[src/rtl/cpu_isa_pkg.sv]
// Shared ISA constants for the vector core: opcodes, descriptor kinds,
// unary-function list and big-endian field positions.
package cpu_isa_pkg;

    typedef enum logic [2:0] {
        K_RTYPE = 3'd0,
        K_VLD   = 3'd1,
        K_VSD   = 3'd2,
        K_VBEZ  = 3'd3,
        K_VBNEZ = 3'd4,
        K_VNOP  = 3'd5,
        K_RSV6  = 3'd6,
        K_RSV7  = 3'd7
    } kind_e;

    localparam logic [5:0] OP_RTYPE = 6'b101010;
    localparam logic [5:0] OP_VLD   = 6'b100000;
    localparam logic [5:0] OP_VSD   = 6'b100001;
    localparam logic [5:0] OP_VBEZ  = 6'b100010;
    localparam logic [5:0] OP_VBNEZ = 6'b100011;
    localparam logic [5:0] OP_VNOP  = 6'b111100;

    // Big-endian bit k of the ISA maps to word[31-k]; these are the word MSBs.
    localparam int OP_HI  = 31;
    localparam int RD_HI  = 25;
    localparam int RA_HI  = 20;
    localparam int RB_HI  = 15;
    localparam int PPP_HI = 10;
    localparam int WW_HI  = 7;
    localparam int FN_HI  = 5;
    localparam int IMM_HI = 15;

    function automatic logic is_unary(input logic [5:0] f);
        return f inside {6'b000100, 6'b000101, 6'b001101,
                         6'b010000, 6'b010001, 6'b010010};
    endfunction

endpackage

[src/rtl/inst_fifo.sv]
// Synchronous FIFO buffering encoded instruction words.
module inst_fifo
    import cpu_isa_pkg::*;
#(
    parameter int DEPTH = 4,
    parameter int CW    = $clog2(DEPTH) + 1
) (
    input  logic          clk,
    input  logic          rst_n,
    input  logic          push,
    input  logic [31:0]   wdata,
    input  logic          pop,
    output logic [31:0]   head,
    output logic          full,
    output logic          empty,
    output logic [CW-1:0] count
);

    localparam int PW = $clog2(DEPTH);

    logic [31:0]   mem [DEPTH];
    logic [PW-1:0] wr_ptr;
    logic [PW-1:0] rd_ptr;

    assign head  = mem[rd_ptr];
    assign full  = (count == CW'(DEPTH));
    assign empty = (count == '0);

    always_ff @(posedge clk) begin
        if (push) begin
            mem[wr_ptr] <= wdata;
        end
    end

    always_ff @(posedge clk or negedge rst_n) begin
        if (!rst_n) begin
            wr_ptr <= '0;
            rd_ptr <= '0;
            count  <= '0;
        end else begin
            if (push) wr_ptr <= wr_ptr + 1'b1;
            if (pop)  rd_ptr <= rd_ptr + 1'b1;
            if (push && !pop)      count <= count + 1'b1;
            else if (pop && !push) count <= count - 1'b1;
        end
    end

endmodule

[src/rtl/inst_encode_loader.sv]
// Packs instruction descriptors into 32-bit words and streams them
// into instruction memory from a loaded base address.
module inst_encode_loader
    import cpu_isa_pkg::*;
#(
    parameter int FIFO_DEPTH = 4,
    parameter int ADDR_W     = 10
) (
    input  logic              clk,
    input  logic              rst_n,
    input  logic              start,
    input  logic [ADDR_W-1:0] base_addr,
    input  logic              flush,
    input  logic              d_valid,
    output logic              d_ready,
    input  logic [2:0]        d_kind,
    input  logic [4:0]        d_rd,
    input  logic [4:0]        d_ra,
    input  logic [4:0]        d_rb,
    input  logic [2:0]        d_ppp,
    input  logic [1:0]        d_ww,
    input  logic [5:0]        d_func,
    input  logic [15:0]       d_imm,
    output logic              im_wr_en,
    output logic [ADDR_W-1:0] im_addr,
    output logic [31:0]       im_wdata,
    output logic              busy,
    output logic              done,
    output logic              err
);

    localparam int CW = $clog2(FIFO_DEPTH) + 1;

    typedef enum logic [1:0] {
        S_IDLE, S_LOAD, S_DRAIN, S_DONE
    } state_e;

    state_e            state_q;
    state_e            state_d;
    logic [ADDR_W-1:0] cnt;
    logic [31:0]       word;
    logic              rsv;
    logic              push;
    logic              pop;
    logic [31:0]       head;
    logic              full;
    logic              empty;
    logic [CW-1:0]     count;
    kind_e             kind;

    assign kind = kind_e'(d_kind);

    always_comb begin
        word = '0;
        rsv  = 1'b0;
        word[RD_HI -: 5] = d_rd;
        case (kind)
            K_RTYPE: begin
                word[OP_HI -: 6]  = OP_RTYPE;
                word[RA_HI -: 5]  = d_ra;
                word[RB_HI -: 5]  = is_unary(d_func) ? 5'd0 : d_rb;
                word[PPP_HI -: 3] = d_ppp;
                word[WW_HI -: 2]  = d_ww;
                word[FN_HI -: 6]  = d_func;
            end
            K_VLD: begin
                word[OP_HI -: 6]   = OP_VLD;
                word[IMM_HI -: 16] = d_imm;
            end
            K_VSD: begin
                word[OP_HI -: 6]   = OP_VSD;
                word[IMM_HI -: 16] = d_imm;
            end
            K_VBEZ: begin
                word[OP_HI -: 6]   = OP_VBEZ;
                word[IMM_HI -: 16] = d_imm;
            end
            K_VBNEZ: begin
                word[OP_HI -: 6]   = OP_VBNEZ;
                word[IMM_HI -: 16] = d_imm;
            end
            K_VNOP: begin
                word[OP_HI -: 6] = OP_VNOP;
            end
            default: begin
                word[OP_HI -: 6] = OP_VNOP;
                rsv = 1'b1;
            end
        endcase
    end

    assign d_ready = (state_q == S_LOAD) && !full;
    assign push    = d_valid && d_ready;
    assign pop     = !empty && (state_q == S_LOAD || state_q == S_DRAIN);
    assign busy    = (state_q == S_LOAD) || (state_q == S_DRAIN);
    assign done    = (state_q == S_DONE);

    inst_fifo #(.DEPTH(FIFO_DEPTH), .CW(CW)) u_fifo (
        .clk   (clk),
        .rst_n (rst_n),
        .push  (push),
        .wdata (word),
        .pop   (pop),
        .head  (head),
        .full  (full),
        .empty (empty),
        .count (count)
    );

    always_comb begin
        state_d = state_q;
        case (state_q)
            S_IDLE:  if (start) state_d = S_LOAD;
            S_LOAD:  if (flush) state_d = S_DRAIN;
            S_DRAIN: if (empty && !im_wr_en) state_d = S_DONE;
            S_DONE:  if (start) state_d = S_LOAD;
            default: state_d = S_IDLE;
        endcase
    end

    always_ff @(posedge clk or negedge rst_n) begin
        if (!rst_n) begin
            state_q  <= S_IDLE;
            cnt      <= '0;
            err      <= 1'b0;
            im_wr_en <= 1'b0;
            im_addr  <= '0;
            im_wdata <= '0;
        end else begin
            state_q  <= state_d;
            im_wr_en <= pop;
            if (start && (state_q == S_IDLE || state_q == S_DONE)) begin
                cnt <= base_addr;
                err <= 1'b0;
            end else begin
                if (pop) cnt <= cnt + 1'b1;
                if (push && rsv) err <= 1'b1;
            end
            if (pop) begin
                im_addr  <= cnt;
                im_wdata <= head;
            end
        end
    end

endmodule

[config.mk]
export PLATFORM = sky130hd
export DESIGN_NAME = inst_encode_loader
export DESIGN_NICKNAME = d
export VERILOG_FILES = /design/src/rtl/cpu_isa_pkg.sv /design/src/rtl/inst_fifo.sv /design/src/rtl/inst_encode_loader.sv
export SDC_FILE = /design/constraint.sdc
export NUM_CORES = 1
export LEC_CHECK = 0
export ABC_CLOCK_PERIOD_IN_PS = 2300
export CORE_MARGIN = 4
export CORE_UTILIZATION = 30
export CTS_BUF_LIST = sky130_fd_sc_hd__clkbuf_16
export DETAILED_ROUTE_END_ITERATION = 10
export GPL_TIMING_DRIVEN = 0
export PLACE_DENSITY = 0.56
export SLEW_MARGIN = 20
export SYNTH_ARGS = -nofsm -noshare
export SYNTH_HDL_FRONTEND = slang
export SYNTH_SLANG_ARGS = --single-unit
[constraint.sdc]
create_clock -name clk -period 2.3 [get_ports clk]
set_clock_uncertainty 0.1 [all_clocks]
set_input_delay 0.345 -clock clk [delete_from_list [all_inputs] [get_ports clk]]
set_output_delay 0.345 -clock clk [all_outputs]
set_load 0.05 [all_outputs]
==> impl_metrics.toml, run 1 <==
[grt]
initial_antenna_violation_count = 0
grt-ovfl-total = 0
grt_pass1_vias = 4939
pin_count_of_the_biggest_net_entering_global_routing = 39
global_route_wire_length_before_repair_um = 27970
gr_usage_total_pct = 12.91

[clock_tree]
clock-sinks = 182
clk-insertion-delay-late_ns = 0.43
clock_tree_from_tritoncts = "done"
cts_buffers = 17
cts-root-buf = "sky130_fd_sc_hd__clkbuf_16"
clkSlewWorstSetupHoldPaths_ns = 0.07
h-tree-depth = 4
cts_max_path_buffers = 2

[logic_synthesis]
synth.yosys.warnings = 0
post_synth.cell_area_avg_um2 = 14.16
ys_seq_elements = 182
synth_cell_types = 42
synth_area_um2 = 7550
syn_nets = 603
seq_area_frac_synth_pct = 68.28
synthCells = 533

[sta]
final_min_period_over_clock_period_pct = 97.18
max_freq_ghz = 0.4474
setup_repair_after_global_routing_missed_its_margin = "false"
slew_violations = 0
relSlewSlack_pct = 52.51
slew_worst_pin_ns = 0.7124
setup_viol = 0
postLayoutSetupSlackWorst_ns = 0.06479
final_period_minus_worst_setup_slack_ns = 2.235
hold_fails_final_rpt = 0

[setup_path]
critical-path-max-stage-delay_ns = 0.40
timing.rr.start = "state_q[0]"
largest_fanout_of_any_net_on_the_critical_path = 4
nature_of_the_critical_path_endpoint = "register"
critical_path_rt_ns = 2.52
worst-endpoint-arrival_ns = 2.45
timing.reg2reg.setup_slack_ns = 0.06
crit_chain = "inv_2 > ha_4 > buf_6 > or2_4 > buf_12 > ha_4 > inv_2 > fa_1 > mux2_2"
worstSetupPathType = "reg2reg"
start_kind = "register"
rr_endpoint = "u_fifo.count[1]"
timing.critical_path.slowest_stage_cell = "sky130_fd_sc_hd__fa_1"
r2r_cells = 9

[power]
share_clk_of_total_power_pct = 20.7
report.power.total_mw = 13.96
irDropWorstVdd_mv = 0.7245
total_leakage_power_nw = 3.707
switching_share_pct = 41.40
share_comb_of_total_power_pct = 44.9
cellInternalPower_mw = 8.177
power.net_switching_mw = 5.778
power_frac_seq_pct = 34.5
power.density_cell_area_nw_per_um2 = 1430

[floorplan]
chipHeight_um = 166.6
core_area_um2 = 24530
ios = 107
floorplan.initialDensity_pct = 30.77
die_w_um = 166.6
placement_rows = 57
die_area_um2 = 27770

[detailed_routing]
detail_route.iter0.violations = 301
drt_wl_total_um = 17600
route.antenna.remaining_nets = 0
drtPass1Iterations = 7
number_of_vias_after_detailed_routing = 4647
route.detailed.drc = 0
mean_routed_wirelength_per_cell_um = 17.58
viasPerCell = 4.642

[finish]
drive_above_1_share_pct = 15.36
nFillCells = 2313
nets = 734
number_of_antenna_repair_diodes = 0
ff_latch_area_um2 = 5155
multi_input_area_um2 = 2273
flow.area_growth_from_synthesis_pct = 29.30

[status]
status = "finished clean"

[placement]
dp_worst_setup_slack_ns = -0.4347
port_buffers = 106
detailed_place_hpwl_um = 12050
place.gp.congestion = 0.8036

[job]
cap_violations = 0

[worst_hold_path]
hold_path_class = "in2async"
registers in the layout, summed over array words and instances (netlist names):
| signal | count |
|---|---|
| cnt | 10 |
| err | 1 |
| im_addr | 10 |
| im_wdata | 31 |
| im_wr_en | 1 |
| state_q | 2 |
| u_fifo.count | 3 |
| u_fifo.mem | 120 |
| u_fifo.rd_ptr | 2 |
| u_fifo.wr_ptr | 2 |
Yosys cell counts:
master                     number  share of area, %
sky130_fd_sc_hd__nand2_1      125               6.2
sky130_fd_sc_hd__edfxtp_1     120                48
sky130_fd_sc_hd__dfrtp_1       62                21
sky130_fd_sc_hd__mux4_2        30               8.9
sky130_fd_sc_hd__nor2_1        20              0.99
sky130_fd_sc_hd__buf_2         15              0.99
sky130_fd_sc_hd__nand3_1       15              0.99
sky130_fd_sc_hd__xnor2_1       15               1.7
sky130_fd_sc_hd__o21ai_0       14              0.93
sky130_fd_sc_hd__inv_1         12              0.60
sky130_fd_sc_hd__and2_1        11              0.91
sky130_fd_sc_hd__clkbuf_1      11              0.55
sky130_fd_sc_hd__mux2i_1       11               1.5
sky130_fd_sc_hd__a21oi_1        9              0.60
sky130_fd_sc_hd__ha_1           9               1.5
sky130_fd_sc_hd__and3_1         6              0.50
sky130_fd_sc_hd__nor3b_1        6              0.60
sky130_fd_sc_hd__o31ai_1        5              0.50
sky130_fd_sc_hd__nand2b_1       4              0.33
sky130_fd_sc_hd__nor3_1         4              0.27
sky130_fd_sc_hd__a31oi_1        2              0.17
sky130_fd_sc_hd__buf_4          2              0.20
sky130_fd_sc_hd__nand4_1        2              0.17
sky130_fd_sc_hd__nor4_1         2              0.17
sky130_fd_sc_hd__nor4b_1        2              0.23
sky130_fd_sc_hd__or2_2          2              0.17
sky130_fd_sc_hd__or3_1          2              0.17
sky130_fd_sc_hd__a211oi_1       1             0.099
sky130_fd_sc_hd__a22oi_1        1             0.099
sky130_fd_sc_hd__a32o_1         1              0.13
sky130_fd_sc_hd__fa_1           1              0.27
sky130_fd_sc_hd__inv_2          1             0.050
sky130_fd_sc_hd__mux2_2         1              0.15
sky130_fd_sc_hd__nand4b_1       1              0.12
sky130_fd_sc_hd__nor2_2         1             0.083
sky130_fd_sc_hd__nor3_4         1              0.22
sky130_fd_sc_hd__o22ai_1        1             0.083
sky130_fd_sc_hd__o311a_1        1              0.13
sky130_fd_sc_hd__o31a_1         1              0.12
sky130_fd_sc_hd__o41ai_1        1              0.12
sky130_fd_sc_hd__or2_1          1             0.083
sky130_fd_sc_hd__xor2_1         1              0.12
through the flow:
| step | hold slack, ns | setup TNS, ns | std cells | area (um2) | util, % |
|---|---|---|---|---|---|
| after floorplan | -0.05059 | -0.04576 | 533 | 7584 | - |
| after global placement | 0.3514 | -155.18 | 963 | 9050 | 36.89 |
| after detailed placement | 0.2006 | -69.56 | 964 | 9067 | 36.96 |
| after CTS | 0.2875 | 0 | 1001 | 9732 | 39.67 |
| after global routing | 0.3020 | 0 | 1001 | 9762 | 39.79 |
| final | 0.2856 | 0 | 1001 | 9762 | 39.79 |
cell type report:
cell class	instances	area share, %
repair buffers	114	11.56
well taps	324	4.153
clock inverters	15	1.858
flip-flops and latches	182	52.81
clock buffers	17	4.358
multi-input cells	310	23.29
inverters	13	0.4999
plain buffers	26	1.474
kinds of logic (layout without fill, tap and decap cells):
family	Yosys count	count (layout)	share of synthesized area (%)
simple gates	205	205	12.20
flops	182	182	68.28
mux	42	42	10.56
buf+inv	41	185	2.386
compound gates	37	37	2.967
xor+xnor	16	16	1.856
fa+ha+maj	10	10	1.757
how the worst max path moves through the flow:
stage	from	end	slack (ns)
final	state_q[0]	u_fifo.count[1]	0.06
after global routing	state_q[1]	u_fifo.count[2]	0.003
after CTS	state_q[0]	u_fifo.count[1]	0.005
after detailed placement	d_valid	u_fifo.mem[2][3]	-0.43
after global placement	rst_n	im_wdata[2]	-1.53
after floorplan	state_q[1]	u_fifo.count[1]	-0.05
routing by layer:
layer | up-vias | global-route usage, % | wire [um]
met5 | - | 0 | 0
met1 | 2313 | 17.35 | 7990
met2 | 131 | 20.65 | 8455
met4 | 0 | 4.127 | 304
li1 | 2182 | - | -
met3 | 21 | 3.342 | 845
power groups by stage:
stage               sequential, mW  clock (mW)  combinational, mW
floorplan                     6.03           0               3.03
global placement              4.84           0               6.16
detailed placement            4.88           0               6.27
CTS                           4.81        2.97               6.39
global route                  4.90        3.12               6.83
finish                        4.81        2.88               6.26
repair_timing:
| item | in CTS | in global routing |
|---|---|---|
| pin swaps | 2 | 0 |
| setup endpoints to repair | 124 | 13 |
| endpoints found under the hold margin | 24 | 0 |
| buffers inserted | 6 | 0 |
| hold buffers | 1 | 0 |
| resized for setup | 15 | 6 |
placed cells by master (no fill, tap or decap), types with 6 or more instances in the layout:
cell type,count
sky130_fd_sc_hd__nand2_1,125
sky130_fd_sc_hd__mux2i_1,11
sky130_fd_sc_hd__nor3b_1,6
sky130_fd_sc_hd__o21ai_0,14
sky130_fd_sc_hd__mux4_2,30
sky130_fd_sc_hd__dfrtp_1,62
sky130_fd_sc_hd__clkdlybuf4s50_1,102
sky130_fd_sc_hd__inv_1,11
sky130_fd_sc_hd__clkinv_8,6
sky130_fd_sc_hd__and2_1,7
sky130_fd_sc_hd__a21oi_1,9
sky130_fd_sc_hd__clkbuf_16,17
sky130_fd_sc_hd__ha_1,7
sky130_fd_sc_hd__clkbuf_1,10
sky130_fd_sc_hd__edfxtp_1,120
sky130_fd_sc_hd__buf_2,12
sky130_fd_sc_hd__nand3_1,15
sky130_fd_sc_hd__buf_4,8
sky130_fd_sc_hd__nor2_1,20
sky130_fd_sc_hd__xnor2_1,15
sky130_fd_sc_hd__and3_1,6
critical path, delay by kind of cell (launching register included):
family                     cells  cell delay, ns
buffers and inverters          4            0.39
adders and majority gates      3            0.75
and+or+nand+nor                1            0.23
DFF                            1            0.39
muxes                          1            0.27
Power figures use the tool's default switching activity.
==> run 2: changes to the inputs <==
Settings changed: ABC_CLOCK_PERIOD_IN_PS 2300 to default.
==> results of run 2 <==
The final DEF is identical to that of run 1; final timing and power are the same.
==> run 3: changes to the inputs <==
Settings changed: PLACE_DENSITY 0.56 to 0.54.
Clock period 2.3 ns to 2.75 ns, I/O delays scaled along.
==> impl_metrics.toml, run 3 (synthesis results as in run 1) <==
[finish]
nets = 736
register_name_with_the_most_flops = "u_fifo.mem"
mostFrequentLayoutCell = "sky130_fd_sc_hd__nand2_1"
largest_registers_in_the_final_layout = "u_fifo.mem x120, im_wdata x31"
ff_latch_area_um2 = 5155
flow.area_growth_from_synthesis_pct = 28.65
fin_util_pct = 39.59
drive_above_1_share_pct = 14.14
nFillCells = 2338
flip_flop_count_of_the_largest_register_all_copies_and_words_added = 120
number_of_antenna_repair_diodes = 0
multi_input_area_um2 = 2220
layout.cells.most_common_list = "125 x sky130_fd_sc_hd__nand2_1, 120 x sky130_fd_sc_hd__edfxtp_1, 104 x sky130_fd_sc_hd__clkdlybuf4s50_1, 62 x sky130_fd_sc_hd__dfrtp_1, 30 x sky130_fd_sc_hd__mux4_2"
final_cell_area_um2 = 9713
fin_cells = 1003

[setup_path]
critical_path_rt_ns = 2.24
worstSetupPathType = "reg2out"
largest_fanout_of_any_net_on_the_critical_path = 4
worst-endpoint-arrival_ns = 2.08
start_kind = "register"
nature_of_the_critical_path_endpoint = "output port"

[detailed_routing]
drt_wl_total_um = 17790
detail_route.iter0.violations = 297
route.detailed.drc = 0
route.antenna.remaining_nets = 0
drtPass1Iterations = 4
viasPerCell = 4.688
number_of_vias_after_detailed_routing = 4702
detailroute.wirelength.met3_um = 929
routed-wl-met2_um = 8522
top_layer_used = "met4"
mean_routed_wirelength_per_cell_um = 17.73
met1_length_um = 7992

[clock_tree]
clock_tree_from_tritoncts = "done"
h-tree-depth = 4
cts-root-buf = "sky130_fd_sc_hd__clkbuf_16"
clock-sinks = 182
cts_buffers = 17
cts_max_path_buffers = 2
clk-insertion-delay-late_ns = 0.43
clkSlewWorstSetupHoldPaths_ns = 0.07

[grt]
pin_count_of_the_biggest_net_entering_global_routing = 43
grt_pass1_vias = 5027
grt-ovfl-total = 0
gr_usage_total_pct = 13.17
global_route_wire_length_before_repair_um = 28260
initial_antenna_violation_count = 0

[power]
irDropWorstVdd_mv = 0.6381
power.density_cell_area_nw_per_um2 = 1175
total_leakage_power_nw = 3.687
report.power.total_mw = 11.41

[sta]
final_min_period_over_clock_period_pct = 94.32
setup_viol = 0
hold_fails_final_rpt = 0
max_freq_ghz = 0.3855
relSlewSlack_pct = 48.21
postLayoutSetupSlackWorst_ns = 0.1561
hold_slack_ns = 0.3338
final_period_minus_worst_setup_slack_ns = 2.594
slew_violations = 0
slew_worst_pin_ns = 0.7768
timing.setup.tns_ns = 0
setup_repair_after_global_routing_missed_its_margin = "false"

[placement]
place.gp.congestion = 0.8114
place.detailed.instances = 968
dp_worst_setup_slack_ns = -0.02514
placedInstanceArea_um2 = 9126
port_buffers = 106
detailed_place_hpwl_um = 12380

[floorplan]
placement_rows = 57
die_area_um2 = 27770
die_w_um = 166.6
chipHeight_um = 166.6
floorplan.initialDensity_pct = 30.77
core_area_um2 = 24530
ios = 107

[worst_hold_path]
hold_path_class = "in2async"

[job]
cap_violations = 0

[status]
status = "finished clean"
==> run 3: what timing repair did <==
item                       CTS  global route
setup endpoints to repair    2             2
resized for setup            2             0
hold buffers                 1             0
pin swaps                    1             1
buffers inserted             0             3
hold endpoints to repair    20             0
==> run 3: power breakdown <==
group	leakage [nW]	internal (mW)	switching (mW)
combinational	1.57	1.87	3.20
sequential	1.84	3.62	0.408
clock	0.272	1.19	1.11
==> run 3: layout make-up <==
class	instances	area share, %
Buffer	27	1.301
Clock buffer	17	4.380
Clock inverter	15	1.391
Inverter	13	0.5024
Multi-Input combinational cell	310	22.85
Sequential cell	182	53.07
Tap cell	324	4.174
Timing Repair Buffer	115	12.33
==> run 3: per-layer routing <==
layer  up-vias  global-route usage [%]
li1       2190                       -
met4         0                   4.269
met1      2348                   17.58
met3        22                   3.461
met2       142                   21.15
met5         -                       0
==> run 3: worst paths after layout <==
kind                         startpoint              end  slack (ns)  depth (start not counted)
max reg2reg                  state_q[0]  u_fifo.count[1]        0.19                          9
min                               rst_n       state_q[0]        0.33                          2
max in group asynchronous         rst_n     im_wdata[21]        1.69                          3
max                          state_q[1]          d_ready        0.16                          4
min in group clk           im_wdata[31]     im_wdata[31]        0.38                          1
min reg2reg                im_wdata[31]     im_wdata[31]        0.38                          1
==> run 3: critical path, stage by stage (launching register included) <==
cell and delay (ns):
sky130_fd_sc_hd__dfrtp_1 0.42, sky130_fd_sc_hd__inv_1 0.07, sky130_fd_sc_hd__ha_1 0.20, sky130_fd_sc_hd__o31a_1 0.16, sky130_fd_sc_hd__clkdlybuf4s50_1 0.80
